**src/rtl/branch_predictor_pkg.sv**
```systemverilog
// branch_predictor_pkg: shared encodings and default sizes for the branch predictor.
package branch_predictor_pkg;
  localparam int DEF_ADDR_WIDTH = 32;
  localparam int DEF_INDEX_BITS = 6;
  localparam int DEF_TAG_BITS   = 8;
  typedef enum logic [1:0] {SNT = 2'b00, WNT = 2'b01, WT = 2'b10, ST = 2'b11} ctr_t;
  typedef enum logic {INIT = 1'b0, RUN = 1'b1} state_t;
endpackage

```
**src/rtl/bp_table.sv**
```systemverilog
// bp_table: entry storage with a combinational lookup port, a training write port and a clear port.
module bp_table import branch_predictor_pkg::*; #(
  parameter int ADDR_WIDTH = DEF_ADDR_WIDTH,
  parameter int INDEX_BITS = DEF_INDEX_BITS,
  parameter int TAG_BITS   = DEF_TAG_BITS
) (
  input  logic                  clk,
  input  logic [INDEX_BITS-1:0] rd_idx,
  output logic                  rd_valid,
  output logic [TAG_BITS-1:0]   rd_tag,
  output logic [ADDR_WIDTH-1:0] rd_target,
  output ctr_t                  rd_ctr,
  input  logic                  wr_en,
  input  logic [INDEX_BITS-1:0] wr_idx,
  input  logic [TAG_BITS-1:0]   wr_tag,
  input  logic                  wr_taken,
  input  logic [ADDR_WIDTH-1:0] wr_target,
  input  logic                  clr_en,
  input  logic [INDEX_BITS-1:0] clr_idx
);
  localparam int ENTRIES = 2**INDEX_BITS;
  logic                  valid  [ENTRIES];
  logic [TAG_BITS-1:0]   tag    [ENTRIES];
  logic [ADDR_WIDTH-1:0] target [ENTRIES];
  ctr_t                  ctr    [ENTRIES];
  logic wr_hit;
  ctr_t wr_ctr, next_ctr;
  assign rd_valid  = valid[rd_idx];
  assign rd_tag    = tag[rd_idx];
  assign rd_target = target[rd_idx];
  assign rd_ctr    = ctr[rd_idx];
  assign wr_hit    = valid[wr_idx] && tag[wr_idx] == wr_tag;
  assign wr_ctr    = ctr[wr_idx];
  assign next_ctr  = wr_taken ? (wr_ctr == ST ? ST : ctr_t'(wr_ctr + 2'd1))
                              : (wr_ctr == SNT ? SNT : ctr_t'(wr_ctr - 2'd1));
  // a hit trains the counter; a taken miss allocates, evicting whatever aliased there
  always_ff @(posedge clk) begin
    if (clr_en) begin
      valid[clr_idx] <= 1'b0;
      ctr[clr_idx]   <= WNT;
    end else if (wr_en && (wr_hit || wr_taken)) begin
      valid[wr_idx] <= 1'b1;
      tag[wr_idx]   <= wr_tag;
      ctr[wr_idx]   <= wr_hit ? next_ctr : WT;
      if (wr_taken) target[wr_idx] <= wr_target;
    end
  end
endmodule

```
**src/rtl/branch_predictor.sv**
```systemverilog
// branch_predictor: direct-mapped BTB with 2-bit counters, init sweep after reset and perf counters.
module branch_predictor import branch_predictor_pkg::*; #(
  parameter int ADDR_WIDTH = DEF_ADDR_WIDTH,
  parameter int INDEX_BITS = DEF_INDEX_BITS,
  parameter int TAG_BITS   = DEF_TAG_BITS
) (
  input  logic                  clk,
  input  logic                  rst,
  input  logic                  lookup_en,
  input  logic [ADDR_WIDTH-1:0] lookup_pc,
  output logic                  pred_hit,
  output logic                  pred_taken,
  output logic [ADDR_WIDTH-1:0] pred_target,
  output logic                  ready,
  input  logic                  upd_en,
  input  logic [ADDR_WIDTH-1:0] upd_pc,
  input  logic                  upd_taken,
  input  logic [ADDR_WIDTH-1:0] upd_target,
  input  logic                  upd_mispredict,
  output logic [31:0]           branch_cnt,
  output logic [31:0]           miss_cnt
);
  state_t                state;
  logic [INDEX_BITS-1:0] init_idx;
  logic                  rd_valid, accept, unused;
  logic [TAG_BITS-1:0]   rd_tag;
  logic [ADDR_WIDTH-1:0] rd_target;
  ctr_t                  rd_ctr;
  assign accept      = upd_en & ready;
  assign pred_hit    = ready & lookup_en & rd_valid & (rd_tag == lookup_pc[INDEX_BITS+TAG_BITS+1:INDEX_BITS+2]);
  assign pred_taken  = pred_hit & rd_ctr[1];
  assign pred_target = pred_taken ? rd_target : lookup_pc + ADDR_WIDTH'(4);
  assign unused      = ^{upd_pc, rd_ctr};
  bp_table #(.ADDR_WIDTH(ADDR_WIDTH), .INDEX_BITS(INDEX_BITS), .TAG_BITS(TAG_BITS)) u_table (
    .clk       (clk),
    .rd_idx    (lookup_pc[INDEX_BITS+1:2]),
    .rd_valid  (rd_valid),
    .rd_tag    (rd_tag),
    .rd_target (rd_target),
    .rd_ctr    (rd_ctr),
    .wr_en     (accept),
    .wr_idx    (upd_pc[INDEX_BITS+1:2]),
    .wr_tag    (upd_pc[INDEX_BITS+TAG_BITS+1:INDEX_BITS+2]),
    .wr_taken  (upd_taken),
    .wr_target (upd_target),
    .clr_en    (state == INIT),
    .clr_idx   (init_idx)
  );
  always_ff @(posedge clk) begin
    if (rst) begin
      state      <= INIT;
      init_idx   <= '0;
      ready      <= 1'b0;
      branch_cnt <= '0;
      miss_cnt   <= '0;
    end else if (state == INIT) begin
      init_idx <= init_idx + INDEX_BITS'(1);
      if (&init_idx) begin
        state <= RUN;
        ready <= 1'b1;
      end
    end else if (accept) begin
      branch_cnt <= branch_cnt + 32'(~&branch_cnt);
      miss_cnt   <= miss_cnt + 32'(upd_mispredict & ~&miss_cnt);
    end
  end
endmodule

```
**config.mk**
```make
export PLATFORM = sky130hd
export DESIGN_NAME = branch_predictor
export DESIGN_NICKNAME = d
export VERILOG_FILES = /design/src/rtl/branch_predictor_pkg.sv /design/src/rtl/bp_table.sv /design/src/rtl/branch_predictor.sv
export SDC_FILE = /design/constraint.sdc
export NUM_CORES = 2
export LEC_CHECK = 0
export BUFFER_PORTS_ARGS = -buffer_cell sky130_fd_sc_hd__buf_2
export CAP_MARGIN = 20
export CORE_MARGIN = 3
export CORE_UTILIZATION = 39
export DETAILED_ROUTE_END_ITERATION = 10
export GPL_ROUTABILITY_DRIVEN = 0
export SETUP_SLACK_MARGIN = 0.4
export SYNTH_ARGS = -nofsm -noshare
export SYNTH_HDL_FRONTEND = slang
export SYNTH_SLANG_ARGS = --single-unit
```
**constraint.sdc**
```tcl
create_clock -name clk -period 12.7 [get_ports clk]
set_clock_uncertainty 0.1 [all_clocks]
set_input_delay 0.635 -clock clk [delete_from_list [all_inputs] [get_ports clk]]
set_output_delay 0.635 -clock clk [all_outputs]
set_load 0.01 [all_outputs]
```
# Word level (Yosys, flattened, before mapping)

Memory sizes are Yosys's and may differ from the RTL's.
Cells that the tools add are included.

Flip-flop bits (word level): 72
Bits in writable memories: 2752
Output and inout port bits: 99
Word-level logic and storage cells: 59
Memories kept: 4

Memories:

| memory         | words | width | read ports | clocked after memory_dff | write ports | RTL line       | text |
|---|---|---|---|---|---|---|---|
| u_table.target | 64    | 32    | 1          | 0                        | 1           | bp_table.sv:24 | `logic [ADDR_WIDTH-1:0] target [ENTRIES];` |
| u_table.tag    | 64    | 8     | 2          | 0                        | 1           | bp_table.sv:23 | `logic [TAG_BITS-1:0] tag [ENTRIES];` |
| u_table.ctr    | 64    | 2     | 2          | 0                        | 1           | bp_table.sv:25 | `ctr_t ctr [ENTRIES];` |
| u_table.valid  | 64    | 1     | 2          | 0                        | 1           | bp_table.sv:22 | `logic valid [ENTRIES];` |

Add/subtract/negate cells: 6
Equality and inequality tests: 3
Multiplexer cells: 21
Bitwise logic cells: 7
Reduce and logical (&&, ||, !) cells: 13

Operator list:

| cell                                              | count |
|---|---|
| adder 32 x 1 -> 32 bit                            | 2 |
| AND reduction 32 bit                              | 2 |
| adder 32 x 3 -> 32 bit (second input constant)    | 1 |
| 2-to-1 mux 32 bit                                 | 1 |
| equality test 8 bit                               | 2 |
| 2-to-1 mux 1 bit                                  | 13 |
| 2-to-1 mux 6 bit                                  | 2 |
| 2-to-1 mux 2 bit                                  | 5 |
| AND reduction 7 bit                               | 1 |
| adder 6 x 1 -> 6 bit (second input constant)      | 1 |
| AND 1 bit                                         | 6 |
| AND reduction 6 bit                               | 1 |
| adder 2 x 1 -> 2 bit (second input constant)      | 1 |
| equality test 2 bit (second input constant)       | 1 |
| logical AND 1 bit                                 | 2 |
| logical NOT 1 bit                                 | 2 |
| logical NOT 2 bit                                 | 1 |
| AND reduction 2 bit                               | 1 |
| OR reduction 2 bit                                | 1 |
| subtractor 2 x 1 -> 2 bit (second input constant) | 1 |
| logical OR 1 bit                                  | 1 |
| NOT 1 bit                                         | 1 |
| OR reduction 1 bit                                | 1 |

# Logic depth before layout (Yosys ltp)

An unclocked memory read counts as a cell.

Depth after elaboration: 10
Depth in mapped cells: 16
Gate-level depth less buffers: 15

# Hierarchy

Synthesis repeated with hierarchy kept, for this count alone.

Cells, all modules: 5525
Area, all modules: 116162.7 sq um

By module, submodules not included:

| module           | instances | cells an instance | area each (sq um) |
|---|---|---|---|
| bp_table         | 1         | 4961              | 111807.2 |
| branch_predictor | 1         | 564               | 4355.4 |

# Least setup slack after synthesis

OpenSTA, ideal clock, no wires.

Kind: in2reg
Start point: in upd_pc[2]
End point: mem u_table.ctr[0][0] (netlist name), data pin
Arrival: 4.987 ns
Required time: 12.033 ns
Setup slack: 7.046 ns
Stages: 15
Buffers on the path: 6
Cells stage by stage: buf_2 buf_2 buf_2 buf_2 buf_2 clkbuf_1 mux2i_1 nor2_1 a21oi_1 o22ai_1 a21oi_1 o221ai_1 nor3_1 o21ai_0 o221ai_1

Longest elaborated chain between the ends: 10

Ends and longest elaborated chain:

| what                                  | RTL line               | text |
|---|---|---|
| start: declaration                    | branch_predictor.sv:16 | `input logic [ADDR_WIDTH-1:0] upd_pc,` |
| memory (64 x 8 bit)                   | n/a                    |  |
| equality test 8 bit                   | bp_table.sv:32         | `assign wr_hit = valid[wr_idx] && tag[wr_idx] == wr_tag;` |
| logical AND 1 bit                     | bp_table.sv:32         |  |
| logical OR 1 bit                      | bp_table.sv:41         | `end else if (wr_en && (wr_hit \|\| wr_taken)) begin` |
| logical AND 1 bit                     | bp_table.sv:41         |  |
| 2-to-1 mux 1 bit                      | bp_table.sv:41         |  |
| 2-to-1 mux 1 bit                      | bp_table.sv:38         | `if (clr_en) begin` |
| 2-to-1 mux 1 bit                      | bp_table.sv:44         | `ctr[wr_idx] <= wr_hit ? next_ctr : WT;` |
| OR reduction 2 bit (no source line)   | n/a                    |  |
| 2-to-1 mux 2 bit (no source line) (*) | n/a                    |  |
| end: declaration                      | bp_table.sv:25         |  |

Every way passes the cells marked *; elsewhere a longest branch is shown, timed or not.

# Worst setup path in the final report

Start point: in lookup_pc[2]
End point: out pred_target[19]

Longest elaborated chain between the ends: 5

Ends and longest elaborated chain:

| what                                                       | RTL line               | text |
|---|---|---|
| start: declaration                                         | branch_predictor.sv:10 | `input logic [ADDR_WIDTH-1:0] lookup_pc,` |
| memory (64 x 8 bit) or memory (64 x 1 bit) (tied branches) | n/a                    |  |
| equality test 8 bit or AND 1 bit (tied branches)           | branch_predictor.sv:30 | `assign pred_hit = ready & lookup_en & rd_valid & (rd_tag == lookup_pc[INDEX_BITS+TAG_BITS+1:INDEX_BITS+2]);` |
| AND 1 bit                                                  | branch_predictor.sv:30 |  |
| AND 1 bit                                                  | branch_predictor.sv:31 | `assign pred_taken = pred_hit & rd_ctr[1];` |
| 2-to-1 mux 32 bit (*)                                      | branch_predictor.sv:32 | `assign pred_target = pred_taken ? rd_target : lookup_pc + ADDR_WIDTH'(4);` |
| end: declaration                                           | branch_predictor.sv:13 | `output logic [ADDR_WIDTH-1:0] pred_target,` |

Marked as above.

==> flow_results.org <==
** Run status
- The flow ran to the end, and the final reports show no timing, DRC or antenna violations.

** Critical path
- Crit start category :: primary input
- Type of the setup path with the least slack :: primary input to primary output
- The worst setup path is captured at a primary output.
- Master of the slowest instance on the critical path :: sky130_fd_sc_hd__buf_4
- Most common cell on crit path :: sky130_fd_sc_hd__buf_4
- Biggest cell delay along the critical path :: 0.87 ns
- The worst register-to-register path has a setup slack of 7.20 ns.
- Cells traversed along the worst timing path :: buf_8, buf_4, buf_4, buf_4, buf_4, mux4_2, mux4_2, mux4_2, nor2_1, a21oi_1, buf_2
- In this run the critical register-to-register path is launched from u_table.tag[19][2].
- Data arrives at the worst endpoint at about 6.7 ns.
- Number of cells traversed by the worst register-to-register path :: 11
- In this run the worst path has a maximum fanout of 61.
- Req. time, crit path :: 11.97 ns
- Worst R2R End :: u_table.tag[37][1]

** Pwr
- Switching part of the total :: 0.214
- For this design the ratio of total power to cell area is roughly 150 nW/um2.
- IR analysis of the VDD net gives a maximum drop of 0.125 mV.
- Relative contribution of sequential cells to total power :: 0.513
- Switching power :: roughly 0.0043 W
- Internal power comes to about 0.016 W.
- In this run the static leakage power is 40.5 nW.
- The share of total power dissipated in the clock network is 0.433.
- The share of total power dissipated in combinational logic is 0.053.

** Yosys
- In the post-synthesis netlist, the cell with the most instances is sky130_fd_sc_hd__edfxtp_1.
- Post-Syn Area per Cell :: 21.3 um2
- Yosys attributes the largest share of cell area to sky130_fd_sc_hd__edfxtp_1 (72%), sky130_fd_sc_hd__mux4_2 (18%), sky130_fd_sc_hd__dfxtp_1 (1.3%).
- Of all cell types, the one taking the most synthesized area is sky130_fd_sc_hd__edfxtp_1.
- Gate count after technology mapping :: 5385
- The number of nets handed over by synthesis was 5493.
- Counting flops and latches in the post-synthesis netlist gives 2824.
- The synthesized netlist occupies a cell area of roughly 110000 um2.
- Ys Warns :: 0
- Sequential cell area fraction in the yosys report :: 0.733
- Synthesis instantiated 66 different standard cells from the library.
- Of the post-synthesis cell area, the dominant cell type holds 0.721.
- Yosys mapped a number of flops with a built-in enable equal to 2752.
- Proportion of synthesized flip-flops having asynchronous set or reset :: 0
- List of most frequent post-synthesis cells :: sky130_fd_sc_hd__edfxtp_1 (2752), sky130_fd_sc_hd__mux4_2 (919), sky130_fd_sc_hd__nor2_1 (329), sky130_fd_sc_hd__clkbuf_1 (168), sky130_fd_sc_hd__nand2_1 (131)
- For this run, the leading register cell type out of synthesis is sky130_fd_sc_hd__edfxtp_1.

** STA
- Setup repair after global routing left no endpoint under its margin.
- Final TNS setup :: 0 ns
- Fmax :: roughly 0.13 GHz
- Max-slew headroom :: 0.212
- The worst path meets setup with between 5 and 6 ns of slack.
- The number of max-slew violations in the final report came to 0.
- The worst path in the final design needs a cycle of 7.42 ns, including I/O delays and setup.
- For the pin with the worst max-slew slack, the measured transition is 1.18 ns.
- Hold violation count in the final report :: 0
- Final setup violating endpoints :: 0
- Share of the cycle needed by the critical path after routing :: 0.584

** Clock tree
- Number of H-tree levels :: 5
- Post-CTS repair changed the size of 0 cells.
- Cts hold-fix bufs :: 0
- Post-CTS setup buffers :: 0
- After clock tree synthesis, the clock-pin slew on the worst setup and hold paths is 0.06 ns.
- TritonCTS Buffers :: 301
- CTS placed an instance of sky130_fd_sc_hd__clkbuf_16 at the clock tree root.
- Clock tree from TritonCTS :: done
- Clock latency of the later-clocked register in the worst-skew pair :: 0.85 ns
- Counting every sink on the clock net gives 2824.
- Maximum count of clock buffers along a single path :: 4

** Detailed routing
- Met1 wire length :: 131 mm
- Uppermost metal layer occupied by signal nets :: met5
- The first detailed-routing pass took 6 iterations.
- Wire length on met2 :: between 150 and 200 mm
- Average wire per cell in the routed design :: 34.2 um
- Final antenna-violating net count :: 0
- DRC violations left :: 0
- The final route contains 60400 vias.
- DRT iter0 DRCs :: between 8000 and 9000
- The final layout contains routed wiring with a total length of 338 mm.
- Detailed routing placed a total of 33.0 mm of wire on met3.
- Dividing the detail-routed via count by the number of cells gives 6.11.

** Cells and area
- From synthesis to final layout, the design area changed by 14.2%.
- Of the cells placed in the final design, the portion with a size suffix greater than 1 is 0.314.
- Nets :: approximately 6000

** Place
- DP Worst Slack :: 5.08 ns
- Detailed placement finished with a half-perimeter wire length of 186 mm.
- Buffers placed on the I/O ports in this run total 182.

** Floorplan
- Height of the chip :: 548 um
- The floorplan step defined a die boundary enclosing around 300000 um2.
- The die is about 550 um wide.
- For this configuration, the core starts out at a cell density of 0.393.
- During I/O placement, the number of pins put on the boundary was 201.
- The core region is 292000 um2.
- The floorplan has 198 rows.

** Global routing
- All-Layer GR Usage :: 0.220
- For this run the aggregate overflow at the end of global routing stands at 0.
- The initial antenna violation count came to 30.
- The number of global-route vias before repair was about 60000.
- Wire length of the first global-routing pass :: around 470 mm
- Largest net degree at the start of global routing :: ~140

** Min path
- The startpoint identified for the worst hold timing path is upd_target[3].
- The path with the worst hold slack has its endpoint at u_table.target[34][3].
- The tightest min-delay check is of the primary input to flop type.
- Along the worst hold path, the cell count comes to 1.

** Job
- Number of maximum-capacitance violations :: 0
-- area by class of cell --
class                           instances  area, um2
Clock buffer                          366       7900
Multi-Input combinational cell       2224      29600
Antenna cell                           16       40.0
Inverter                               11       43.8
Sequential cell                      2824      84100
Fill cell                           24700     161000
Tap cell                             3900       4880
Clock inverter                        166       1640
Timing Repair Buffer                  372       2710
-- flip-flops by register name, summed over array words and instances, names as in the netlist --
signal / count
u_table.target: 2048
branch_cnt: 32
ready: 1
u_table.ctr: 128
miss_cnt: 32
u_table.tag: 512
state: 1
u_table.valid: 64
init_idx: 6
-- routing by layer --
layer,GRT usage,vias up
li1,-,23600
met1,0.302,32400
met2,0.346,3555
met3,0.0456,734
met4,0.0903,8
met5,0.00364,-
-- worst max-delay path: cells and delay by family --
kind / cells / cell delay [ns]
AND/OR/NAND/NOR: 1 / 0.26
buffers and inverters: 6 / 3.73
multiplexers: 3 / 1.61
AO/OA/AOI/OAI: 1 / 0.09
-- through the flow --
| step | power (W) | std cells | hold slack (ns) | util | area (um2) |
|---|---|---|---|---|---|
| 6_report | 0.0199 | 9879 | 0.0670 | 0.449 | 131000 |
| 3_5_place_dp | 0.0115 | 9302 | 0.390 | 0.414 | 121000 |
| 4_1_cts | 0.0200 | 9834 | 0.217 | 0.447 | 130000 |
| 5_1_grt | 0.0204 | 9869 | 0.0386 | 0.449 | 131000 |
| 3_3_place_gp | 0.0114 | 9297 | 0.385 | 0.414 | 121000 |
| 2_1_floorplan | 0.0110 | 5385 | 0.409 | - | 115000 |
-- cell families after synthesis --
group                    count (synthesis)  share of synthesized area
AND/OR/NAND/NOR                        657                     0.0257
buffers and inverters                  337                     0.0132
adder cells (fa/ha/maj)                  6                   0.000655
flip-flops                            2824                      0.733
multiplexers                          1067                      0.194
AO/OA/AOI/OAI                          398                     0.0256
XOR/XNOR                                96                    0.00733
-- worst max path at each step --
| stage | from | to | slack, ns | cells past startpoint |
|---|---|---|---|---|
| after global routing | lookup_pc[2] | pred_target[19] | 4.73 | 11 |
| final | lookup_pc[2] | pred_target[19] | 5.28 | 11 |
| after floorplan | upd_pc[2] | u_table.ctr[0][0] | 7.05 | 15 |
| after CTS | lookup_pc[2] | pred_target[19] | 5.09 | 11 |
| after global placement | upd_pc[4] | u_table.tag[21][2] | 5.08 | 15 |
| after detailed placement | lookup_pc[2] | pred_target[19] | 5.08 | 11 |
-- power groups by stage --
stage	clock (W)	sequential (W)	combinational, W
3_3_place_gp	0	0.0104	0.00103
3_5_place_dp	0	0.0104	0.00104
6_report	0.00862	0.0102	0.00106
2_1_floorplan	0	0.0104	0.000602
5_1_grt	0.00911	0.0102	0.00110
4_1_cts	0.00874	0.0102	0.00105
-- layout by cell type (no fill, tap or decap), drive strengths merged, types with 28 or more instances in the layout --
cell type,netlist,layout
clkbuf,168,366
o21ai,36,36
mux4,919,919
mux2i,65,65
nand2,135,135
a22oi,65,65
clkinv,2,116
nand3,57,57
a21oi,83,83
nor2,329,329
edfxtp,2752,2752
a221o,45,45
mux2,83,83
xor2,53,53
buf,158,361
o22ai,31,31
bufinv,0,28
a221oi,54,54
dfxtp,72,72
xnor2,43,43
Power figures use the tool's default switching activity.
